===== config.mk =====
export PLATFORM = sky130hd
export DESIGN_NAME = m_issue_ctrl
export DESIGN_NICKNAME = d
export VERILOG_FILES = /design/src/rtl/m_issue_ctrl_pkg.sv /design/src/rtl/m_decoder_kind.sv /design/src/rtl/m_mem_credit.sv /design/src/rtl/m_issue_ctrl.sv
export SDC_FILE = /design/constraint.sdc
export NUM_CORES = 1
export LEC_CHECK = 0
export BUFFER_PORTS_ARGS = -buffer_cell sky130_fd_sc_hd__buf_2
export CORE_AREA = 5 5 100 102
export CTS_CLUSTER_SIZE = 30
export DETAILED_ROUTE_END_ITERATION = 7
export DIE_AREA = 0 0 105 107
export PLACE_DENSITY = 0.88
export SKIP_CTS_REPAIR_TIMING = 1
export SLEW_MARGIN = 20
export SYNTH_ARGS = -nofsm -noshare
export SYNTH_HDL_FRONTEND = slang
export SYNTH_SLANG_ARGS = --single-unit

===== constraint.sdc =====
create_clock -name clk -period 2.4 [get_ports clk]
set_input_delay 0.48 -clock clk [delete_from_list [all_inputs] [get_ports clk]]
set_output_delay 0.48 -clock clk [all_outputs]
set_load 0.05 [all_outputs]

===== src/rtl/m_issue_ctrl_pkg.sv =====
// Shared types for the issue controller: instruction kinds, issue FSM states, trap causes.
// Latency: n/a (types and constants only).
// Backpressure: n/a.
package m_issue_ctrl_pkg;

   // Instruction classes. KIND_INVALID is zero so a cleared register reads as "nothing valid".
   typedef enum logic [2:0] {
      KIND_INVALID = 3'd0,
      KIND_RRR     = 3'd1,
      KIND_RRI     = 3'd2,
      KIND_MEMORY  = 3'd3,
      KIND_MODEL   = 3'd4,
      KIND_CUSTOM  = 3'd5
   } e_kind;

   typedef enum logic [1:0] {
      EMPTY = 2'd0,
      HELD  = 2'd1,
      TRAP  = 2'd2
   } e_issue_state;

   localparam logic [3:0] TRAP_CAUSE_ILLEGAL = 4'd2;

   // Both register formats go to the ALU.
   function automatic logic is_alu_kind(input e_kind k);
      return (k == KIND_RRR) || (k == KIND_RRI);
   endfunction

endpackage


===== src/rtl/m_decoder_kind.sv =====
// Purely combinational classifier of a raw instruction word into an e_kind.
// Latency: 0 cycles.
// Backpressure: none; output follows the input word.
//
// Ports:
//   instruction  raw 32-bit word
//   kind         classification from the top opcode bits
//
// Encoding: [31:30]=00 selects a base group refined by [29:28]
// (00 RRR, 01 MEMORY, 10 MODEL, 11 reserved); 01 is RRI, 11 is CUSTOM, 10 is reserved.
module m_decoder_kind
   import m_issue_ctrl_pkg::*;
(
   input  logic [31:0] instruction,
   output e_kind       kind
);

   // Operand fields are not needed for classification.
   logic unused_bits;
   assign unused_bits = ^instruction[27:0];

   always_comb begin
      kind = KIND_INVALID;
      case (instruction[31:30])
         2'b00: begin
            case (instruction[29:28])
               2'b00:   kind = KIND_RRR;
               2'b01:   kind = KIND_MEMORY;
               2'b10:   kind = KIND_MODEL;
               default: kind = KIND_INVALID;
            endcase
         end
         2'b01:   kind = KIND_RRI;
         2'b11:   kind = KIND_CUSTOM;
         default: kind = KIND_INVALID;
      endcase
   end

endmodule


===== src/rtl/m_mem_credit.sv =====
// Saturating up/down counter of memory operations in flight.
// Latency: count updates on the edge after inc/dec; full/zero decode from the register.
// Backpressure: caller must not inc while full; inc at full and dec at zero are dropped.
//
// Ports:
//   clk, rst   clock and synchronous active-high reset
//   inc        one operation issued this cycle
//   dec        one operation retired this cycle
//   full       count == MEM_DEPTH
//   zero       count == 0
module m_mem_credit #(
   parameter int MEM_DEPTH = 2
) (
   input  logic clk,
   input  logic rst,
   input  logic inc,
   input  logic dec,
   output logic full,
   output logic zero
);

   localparam int CW = $clog2(MEM_DEPTH + 1);

   logic [CW-1:0] count;
   logic          inc_eff;
   logic          dec_eff;

   assign full    = (count == CW'(MEM_DEPTH));
   assign zero    = (count == '0);
   assign inc_eff = inc && !full;
   assign dec_eff = dec && !zero;

   always_ff @(posedge clk) begin
      if (rst) begin
         count <= '0;
      end else if (inc_eff && !dec_eff) begin
         count <= count + 1'b1;
      end else if (dec_eff && !inc_eff) begin
         count <= count - 1'b1;
      end
   end

   // A retire with nothing outstanding means the memory unit and this counter disagree.
   a_no_underflow : assert property (@(posedge clk) disable iff (rst) !(dec && zero));

endmodule


===== src/rtl/m_issue_ctrl.sv =====
// Single-entry decode/dispatch: classify, hold one instruction, hand it to ALU/mem/model/custom.
// Latency: unit valid 1 cycle after accept; 1 instr/cycle when the target unit is ready.
// Backpressure: in_ready only when empty or the held instruction fires this cycle; mem gated by credit, model fenced on zero.
//
// Ports:
//   clk, rst                       clock, synchronous active-high reset
//   in_valid/in_ready              fetch handshake; in_instruction, in_pc carried with it
//   out_instruction/out_pc/out_kind  held instruction, shared by all units
//   alu_/mem_/model_/custom_valid/ready  per-unit handshakes
//   mem_done                       pulse per retired memory operation
//   trap_valid/trap_pc/trap_ack    illegal-instruction trap
//   flush                          drop held instruction or pending trap
module m_issue_ctrl
   import m_issue_ctrl_pkg::*;
#(
   parameter int PC_WIDTH  = 32,
   parameter int MEM_DEPTH = 2
) (
   input  logic                clk,
   input  logic                rst,
   input  logic                in_valid,
   output logic                in_ready,
   input  logic [31:0]         in_instruction,
   input  logic [PC_WIDTH-1:0] in_pc,
   output logic [31:0]         out_instruction,
   output logic [PC_WIDTH-1:0] out_pc,
   output e_kind               out_kind,
   output logic                alu_valid,
   input  logic                alu_ready,
   output logic                mem_valid,
   input  logic                mem_ready,
   output logic                model_valid,
   input  logic                model_ready,
   output logic                custom_valid,
   input  logic                custom_ready,
   input  logic                mem_done,
   output logic                trap_valid,
   output logic [PC_WIDTH-1:0] trap_pc,
   input  logic                trap_ack,
   input  logic                flush
);

   e_issue_state state_q;
   e_issue_state state_d;
   e_kind        dec_kind;
   logic         held;
   logic         fire;
   logic         accept;
   logic         mem_fire;
   logic         mem_full;
   logic         mem_zero;

   m_decoder_kind u_decoder (
      .instruction (in_instruction),
      .kind        (dec_kind)
   );

   // A fire in a flush cycle still reached the memory unit, so it is credited.
   assign mem_fire = mem_valid && mem_ready;

   m_mem_credit #(
      .MEM_DEPTH (MEM_DEPTH)
   ) u_credit (
      .clk  (clk),
      .rst  (rst),
      .inc  (mem_fire),
      .dec  (mem_done),
      .full (mem_full),
      .zero (mem_zero)
   );

   // Unit valids decode from registered state only. While one is up the counter
   // can only move toward releasing its gate, so an asserted valid never drops.
   assign held         = (state_q == HELD);
   assign alu_valid    = held && is_alu_kind(out_kind);
   assign mem_valid    = held && (out_kind == KIND_MEMORY) && !mem_full;
   assign model_valid  = held && (out_kind == KIND_MODEL) && mem_zero;
   assign custom_valid = held && (out_kind == KIND_CUSTOM);
   assign trap_valid   = (state_q == TRAP);

   assign fire = (alu_valid    && alu_ready)   ||
                 (mem_valid    && mem_ready)   ||
                 (model_valid  && model_ready) ||
                 (custom_valid && custom_ready);

   always_comb begin
      state_d  = state_q;
      in_ready = 1'b0;
      accept   = 1'b0;

      case (state_q)
         EMPTY: in_ready = 1'b1;
         HELD: begin
            in_ready = fire;
            if (fire) state_d = EMPTY;
         end
         TRAP: begin
            if (trap_ack) state_d = EMPTY;
         end
         default: state_d = EMPTY;
      endcase

      if (rst || flush) in_ready = 1'b0;

      accept = in_valid && in_ready;
      if (accept) begin
         state_d = (dec_kind == KIND_INVALID) ? TRAP : HELD;
      end

      if (flush) state_d = EMPTY;
   end

   always_ff @(posedge clk) begin
      if (rst) begin
         state_q         <= EMPTY;
         out_instruction <= '0;
         out_pc          <= '0;
         out_kind        <= KIND_INVALID;
         trap_pc         <= '0;
      end else begin
         state_q <= state_d;
         if (accept) begin
            out_instruction <= in_instruction;
            out_pc          <= in_pc;
            out_kind        <= dec_kind;
            if (dec_kind == KIND_INVALID) trap_pc <= in_pc;
         end
      end
   end

endmodule


### Word level (Yosys, flattened, before mapping)

Index checks and enable logic that the tools add are counted.
Widths: inputs -> output; s select.

| storage, ports and cells | value |
|---|---|
| register bits | 103 |
| input bits | 74 |
| output and inout bits | 105 |
| logic and storage cells | 67 |

| cells by class | value |
|---|---|
| add/sub/neg operators | 2 |
| equal/unequal tests | 15 |
| mux-type cells | 11 |
| reductions and logical operators | 33 |

Operators by type and width:

| operator | count |
|---|---|
| $pmux 3 s3 | 2 |
| $logic_and 1x1->1 | 15 |
| $mux 2 | 6 |
| $eq 2x2->1 const B | 4 |
| $logic_not 2->1 | 4 |
| $eq 2x1->1 const B | 3 |
| $eq 3x2->1 const B | 2 |
| $eq 3x3->1 const B | 2 |
| $ne 3x1->1 const B | 2 |
| $pmux 2 s3 | 1 |
| $logic_or 1x1->1 | 5 |
| $logic_not 1->1 | 4 |
| $eq 3x1->1 const B | 1 |
| $logic_not 3->1 | 1 |
| $reduce_and 3->1 | 1 |
| $add 2x1->2 const B | 1 |
| $ne 2x2->1 const B | 1 |
| $pmux 1 s2 | 1 |
| $reduce_and 2->1 | 1 |
| $reduce_bool 2->1 | 1 |
| $reduce_or 2->1 | 1 |
| $sub 2x1->2 const B | 1 |
| $mux 1 | 1 |

### Logic depth before layout (Yosys ltp)

Gate-level depths: netlist (run 1).

| logic depth | value |
|---|---|
| word-level depth | 12 |
| depth in mapped cells | 8 |
| depth with buffers taken out | 8 |

### Modules after synthesis

From an unflattened synthesis (run 1), not the netlist that was laid out.

| second synthesis, totals | value |
|---|---|
| cell total of the unflattened synthesis | 485 |
| area total of the unflattened synthesis | 3938.8 sq um |

Modules (own cells, without submodules):

| module | instances | cells an instance | area an instance (sq um) | sequential area each (sq um) |
|---|---|---|---|---|
| m_issue_ctrl | 1 | 464 | 3781.1 | 2021.9 |
| m_mem_credit | 1 | 13 | 113.9 | 40.0 |
| m_decoder_kind | 1 | 8 | 43.8 | 0.0 |

### Worst setup path after synthesis (run 1)

OpenSTA, ideal clock, no wires.

| timing | value |
|---|---|
| path type | register -> register |
| start point | register out_kind[0] |
| end point | register u_credit.count[1] |
| setup time | 0.070 ns |
| arrival time | 3.615 ns |
| setup slack | -1.285 ns |
| stages on the path, launching flop included | 7 |
| path buffers | 0 |
| period minus slack after synthesis | 3.685 ns |
| cells stage by stage | dfxtp_1 nand2_1 nor4b_1 and2_1 ha_1 or3_1 a21oi_1 |

| on the way | value |
|---|---|
| longest elaborated chain between the ends | 8 |

RTL lines:

| what | line | source |
|---|---|---|
| start, declared | m_issue_ctrl.sv:27 | `output e_kind out_kind,` |
| start signal, assigned | m_issue_ctrl.sv:125 | `out_kind <= dec_kind;` |
| $eq 3x2->1 (*) | m_issue_ctrl.sv:76 | `assign mem_valid = held && (out_kind == KIND_MEMORY) && !mem_full;` |
| $logic_and 1x1->1 (*) (2 in series) | m_issue_ctrl.sv:76 |  |
| net mem_valid | m_issue_ctrl.sv:30 | `output logic mem_valid,` |
| $logic_and 1x1->1 (*) | m_issue_ctrl.sv:59 | `assign mem_fire = mem_valid && mem_ready;` |
| $logic_and 1x1->1 (*) | m_mem_credit.sv:30 | `assign inc_eff = inc && !full;` |
| $logic_not 1->1 | m_mem_credit.sv:38 | `end else if (dec_eff && !inc_eff) begin` |
| $logic_and 1x1->1 | m_mem_credit.sv:38 |  |
| $reduce_bool 2->1 (no line) | n/a |  |
| end signal, assigned | m_mem_credit.sv:37 | `count <= count + 1'b1;` |
| end signal, assigned | m_mem_credit.sv:39 | `count <= count - 1'b1;` |
| end, declared | m_mem_credit.sv:24 | `logic [CW-1:0] count;` |

Mark *: on every way through the listed nets, which the timed path passes. The rest lies on a longest branch.
A chain may end at the register's enable or synchronous reset.

### Worst setup path in the final report (run 1)

| timing | value |
|---|---|
| start point | register u_credit.count[1] |
| end point | output in_ready |

| on the way | value |
|---|---|
| longest elaborated chain between the ends | 9 |

RTL lines:

| what | line | source |
|---|---|---|
| $eq 2x2->1 | m_mem_credit.sv:28 | `assign full = (count == CW'(MEM_DEPTH));` |
| $logic_not 1->1 | m_issue_ctrl.sv:76 |  |
| $logic_and 1x1->1 | m_issue_ctrl.sv:76 |  |
| $logic_and 1x1->1 | m_issue_ctrl.sv:82 | `(mem_valid && mem_ready) \|\|` |
| $logic_or 1x1->1 | m_issue_ctrl.sv:81 | `assign fire = (alu_valid && alu_ready) \|\|` |
| $logic_or 1x1->1 (*) | m_issue_ctrl.sv:82 |  |
| $logic_or 1x1->1 (*) | m_issue_ctrl.sv:83 | `(model_valid && model_ready) \|\|` |
| $pmux 1 s2 (*) | m_issue_ctrl.sv:91 | `case (state_q)` |
| $mux 1 (*) | m_issue_ctrl.sv:103 | `if (rst \|\| flush) in_ready = 1'b0;` |
| end, declared | m_issue_ctrl.sv:22 | `output logic in_ready,` |

Mark *: on every way between the ends. The rest lies on a longest branch, timed or not.

==> results of run 1 <==
## power by group through the flow
stage,combinational [uW],clock [uW],sequential [uW]
2_1_floorplan,175,0,1980
3_3_place_gp,495,0,1820
3_5_place_dp,505,0,1820
4_1_cts,506,1220,1780
5_1_grt,545,1290,1790
6_report,512,1200,1780
## through the flow
stage / area [um2] / cells / setup TNS, ps
global placement: 5110 / 751 / 0
floorplan: 4140 / 504 / 0
finish: 5350 / 767 / 0
global route: 5350 / 767 / -12.4
detailed placement: 5110 / 751 / 0
CTS: 5330 / 766 / -6.95
## state kept, by name, summed over array words and instances, names as in the netlist
| register | count |
|---|---|
| out_instruction | 32 |
| out_pc | 32 |
| trap_pc | 32 |
| u_credit.count | 2 |
| state_q | 2 |
| out_kind | 3 |
## routing by layer
| metal | routed length (um) | vias up |
|---|---|---|
| li1 | - | 2110 |
| met5 | 0 | - |
| met3 | 852 | 30 |
| met2 | 6370 | 181 |
| met1 | 5150 | 2095 |
| met4 | 328 | 0 |
## layout by cell type, fill, tap and decap left out, drive strengths merged, types with 2 or more instances in the layout
master  netlist  routed
buf          10     191
xor2          2       2
nor2b         3       3
nor3          3       3
bufinv        0       2
dfxtp       103     103
a211oi        2       2
nor2          6       6
a21oi       105     105
and2          5       5
inv           2       2
clkbuf       44      10
nor4b         2       2
clkinv        0       3
or3           2       2
nand2         3       3
nand3        97      97
nor4          2       2
o21ai       100     100
## cell families after synthesis
family | Yosys count | synth area share [%]
xor gates and xnor gates | 3 | 0.639
and+or+nand+nor | 129 | 16.3
AOI/OAI and AO/OA | 212 | 27.3
adders and majority gates | 1 | 0.304
DFF | 103 | 50.1
buffers and inverters | 56 | 5.38
## synth_stat cells
library cell	instances
nor2_1	6
and2_1	5
ha_1	1
a221oi_2	1
a22oi_1	1
o21ai_1	9
dfxtp_1	103
nand2_1	3
and3_1	1
a21oi_1	105
buf_6	1
or4_1	1
nand3b_1	1
xor2_1	2
buf_1	6
nand2b_1	1
nand3_1	97
nor3_1	3
or3b_1	1
buf_2	3
o31ai_4	1
nor2b_1	3
xnor2_1	1
a221o_1	1
nor4b_1	2
nor4_1	2
clkbuf_1	44
o41ai_4	1
and2b_1	1
a211oi_1	2
o21ai_0	91
inv_1	2
or3_1	2
## final timing paths
path | to | slack (ps)
setup / recovery | in_ready | 60
hold / removal | state_q[1]$_SDFFE_PP0P_ | 340
setup reg to reg | out_kind[2]$_SDFFE_PP0P_ | 290
hold reg to reg | out_instruction[6]$_SDFFE_PP0P_ | 480
## layout make-up
| cell class | instances | area, um2 | share of cell area (%) |
|---|---|---|---|
| flip-flops and latches | 103 | 2070 | 38.7 |
| multi-input cells | 345 | 1880 | 35.1 |
| repair buffers | 191 | 1030 | 19.3 |
| well taps | 111 | 139 | 2.60 |
| clock buffers | 10 | 138 | 2.57 |
| clock inverters | 5 | 82.6 | 1.54 |
| inverters | 2 | 7.51 | 0.140 |
==> flow_summary.ini, run 1 <==
[status]
status = finished clean

[critical_path]
slowest_delay_ps = 410
path_buf_inv = 1
critPathArrivalTime_ps = 1860
worst_r2r_startpoint = u_credit.count[1]$_SDFFE_PP0P_
path_max_fanout = 6
start_kind = register
cp_slowest_cell = or3b_4
path_depth = 5
required_ps = 1920
path_cells = or3b_4 > o41ai_4 > a221oi_4 > nor2_2 > buf_6
cp-startpoint = u_credit.count[1]$_SDFFE_PP0P_
worstSetupPathType = register to primary output
reg2reg_depth = 7
end_kind = primary output
path_delay_family = simple AND/OR/NAND/NOR gates

[sta]
fin_ws_ps = 63.1
finClkSkew_ps = 15.2
max_slew_margin_pct = 29.3
max_freq_mhz = 428
hold_viol_final = 0
period_share_pct = 97.4
timing.hold.ws_ps = 340
slew_viol_final = 0
period_minus_slack_ps = 2340
setup_viol = 0
worst_slew_pin_slew_ps = 1060

[placed_design]
gp_congestion = 0.782
port_buffers = 178
hpwl_um = 8720
dp_slack_ps = 226

[power_and_ir_drop]
p_leak_uw = 0.00226
seq_power_share_pct = 51.0
vdd_ir_drop_max_mv = 0.376
p_sw_uw = 984
switching_share_pct = 28.1
p_per_area_nw_per_um2 = 654
p_total_uw = 3500
power_frac_comb_pct = 14.6
internal_power_uw = 2510
clkPwrFrac_pct = 34.4

[logic_synthesis]
yosys_warnings = 0
yosysTopAreaCell = dfxtp_1
syn_inst = 504
synth.avg_cell_area_um2 = 8.17
yosysTopAreaCellShare_pct = 50.1
ys_seq_area_share_pct = 50.1
synthTopCellsByArea = dfxtp_1, a21oi_1, nand3_1, o21ai_0, clkbuf_1
synth_nets = 579
synth_cell_types = 33
syn-cell-area_um2 = 4120
ys_ff_latch = 103

[layout]
nNetsFinal = 727
antenna_cells = 0
utilization_pct = 59.3
drive_gt1_share_pct = 33.5
fillers = 821
area_growth_pct = 29.9

[floorplan]
die-height_um = 107
dieArea_um2 = 11200
core-area_um2 = 9020
die_w_um = 105
pin_count = 179
rows = 35
start_util_pct = 45.6

[hold_path]
whs_path_depth = 2
min_path_type = input port to register
min-delay-start = flush

[routing]
wl_per_cell_um = 16.6
via_count = 4416
drt_wl_total_um = 12700
vias_per_cell = 5.76
firstDrtPassIters = 6
ant_nets = 0
first_iter_violations = 298
route.detailed.drc = 0

[global_route]
grt_max_degree = 103
grt-ovfl-total = 0
grt_pass1_wl_um = 19900
use_met3_pct = 4.27
antenna_found_initial = 0
grtUsageMet1_pct = 26.2
grt-busiest-layer = met2
track_usage_pct = 21.1
first_global_vias = 4112
grtUsageMet2_pct = 35.9

[clocking]
clk_pin_slew_ps = 110
clk_latency_ps = 350
cts.sink_count = 103
htreeDepth = 3
root_buffer = clkbuf_8
cts_tree = built
numCtsBuffers = 9
cts_buffer_depth = 2

[run]
maxCapViolations = 0
Power figures use the tool's default switching activity.
==> run 2, diff against run 1 <==
- CORE_AREA: 5 5 100 102 -> 5 5 98 100
- DIE_AREA: 0 0 105 107 -> 0 0 103 105
- PLACE_DENSITY: 0.88 -> 0.89
- SYNTH_HIERARCHICAL: default -> 1
==> flow_summary.ini, run 2 <==
[placed_design]
dp_slack_ps = 8.25
hpwl_um = 7850
gp_congestion = 0.788
post-place-cells = 742
port_buffers = 178

[power_and_ir_drop]
p_per_area_nw_per_um2 = 657
p_leak_uw = 0.00227
vdd_ir_drop_max_mv = 0.405
p_total_uw = 3380

[hold_path]
min_path_type = input port to register
min-delay-start = flush

[layout]
fillers = 809
final_common_cell = buf_2
nNetsFinal = 727
utilization_pct = 59.8
reg.largest.list = out_instruction (32), out_pc (32), trap_pc (32)
multi_input_area_um2 = 1680
drive_gt1_share_pct = 33.9
final_cell_mix = buf_2, nand2_1, a21oi_1
antenna_cells = 0
area_growth_pct = 30.5
seqCellArea_um2 = 2070
final_cells = 763

[routing]
ant_nets = 0
route.detailed.drc = 0
firstDrtPassIters = 4
drt_wl_total_um = 11200
via_count = 3972
vias_per_cell = 5.21
wl_per_cell_um = 14.6
first_iter_violations = 260

[sta]
period_minus_slack_ps = 2390
rsz0062_at_grt = yes
timing.hold.ws_ps = 309
worst_slew_pin_slew_ps = 1020
max_freq_mhz = 418
setup_viol = 0
hold_viol_final = 0
finClkSkew_ps = 13.0
max_slew_margin_pct = 31.9
period_share_pct = 99.7
slew_viol_final = 0
fin_ws_ps = 7.45

[critical_path]
worstSetupPathType = register to primary output
end_kind = primary output
start_kind = register
path_max_fanout = 4
worst_r2r_startpoint = u_credit/count[0]$_SDFFE_PP0P_
cp-startpoint = u_credit/count[0]$_SDFFE_PP0P_
critPathArrivalTime_ps = 1910
required_ps = 1920

[logic_synthesis]
async_reset_ff_share_pct = 0
synth_nets = 560
yosysTopAreaCellShare_pct = 52.4
yosysMostFrequentCell = nand2_1
yosysTopAreaCell = dfxtp_1
ys_seq_area_share_pct = 52.4
ys_ff_latch = 103
synth_common_cells = nand2_1, dfxtp_1, a21oi_1
synthTopCellsByArea = dfxtp_1, nand2_1, a21oi_1, o21ai_0, nand3_1
synth_flop_cell = dfxtp_1
synth.avg_cell_area_um2 = 8.12
yosys_warnings = 6
syn_inst = 485
syn-cell-area_um2 = 3940
synth_edf_count = 0
synth_cell_types = 31

[global_route]
track_usage_pct = 19.8
grt_pass1_wl_um = 17800
antenna_found_initial = 0
first_global_vias = 3730
grt_max_degree = 103
grt-ovfl-total = 0

[floorplan]
die_w_um = 103
core-area_um2 = 8590
dieArea_um2 = 10800
pin_count = 179
start_util_pct = 45.8
rows = 34
die-height_um = 105

[clocking]
cts_buffer_depth = 2
clk_pin_slew_ps = 100
htreeDepth = 3
cts_tree = built
clk_latency_ps = 340
numCtsBuffers = 9
root_buffer = clkbuf_8
cts.sink_count = 103

[run]
maxCapViolations = 0

[status]
status = finished clean
## run 2: cell types whose count changed after synthesis, sizes merged, moves of 3 or more
cell	delta
and2	-5
nand3	-65
clkbuf	-19
buf	+3
nand2	+136
o21ai	-66
a21oi	-3
nor3	+3
## run 2: through the flow
step | TNS (ps) | instance area, um2
2_1_floorplan | -21.6 | 3950
3_3_place_gp | 0 | 4890
3_5_place_dp | 0 | 4890
4_1_cts | -353 | 5070
5_1_grt | -254 | 5140
6_report | 0 | 5140
## run 2: path summary, 6_finish.rpt
check                                                to  slack (ps)  cells after the start
worst min register to register  out_pc[17]$_SDFFE_PP0P_         460                      2
worst max-delay path                           in_ready           7                      6
worst max register to register  trap_pc[9]$_SDFFE_PP0P_          80                      9
worst min-delay path            state_q[1]$_SDFFE_PP0P_         310                      2
## run 2: layout make-up
type | count | share of cell area [%]
tap | 108 | 2.63
multi-input combinational | 342 | 32.6
inverter | 2 | 0.146
sequential | 103 | 40.2
clock buffer | 9 | 2.41
timing repair buffer | 194 | 20.8
clock inverter | 5 | 1.19
## run 2: power breakdown
part	internal [uW]	switching, uW	total, uW
combinational	160	381	541
clock	473	573	1050
sequential	1760	29.3	1790
total	2390	983	3380
## run 2: metal layers
metal / vias to the layer above / wire (um) / global-route usage (%)
li1: 1955 / - / -
met1: 1851 / 4500 / 25.4
met2: 151 / 5560 / 32.9
met3: 15 / 947 / 4.60
met4: 0 / 156 / 5.64
met5: - / 0 / 0
## run 2: kinds of logic (layout without fill, tap and decap cells)
| family | after synthesis | after routing | share of synthesized area, % |
|---|---|---|---|
| AO/OA/AOI/OAI | 141 | 141 | 18.9 |
| XOR/XNOR | 3 | 3 | 0.667 |
| adder cells (fa/ha/maj) | 1 | 1 | 0.318 |
| buffers and inverters | 40 | 210 | 5.97 |
| flip-flops | 103 | 103 | 52.4 |
| AND/OR/NAND/NOR | 197 | 197 | 21.8 |
## run 2: worst max-delay path, cell delays in order (launching register included)
cell      delay (ps)
dfxtp_4          350
and2b_2          210
nand4b_1         260
nor4b_4          360
nor3_2           100
nor2b_2          130
buf_6            160
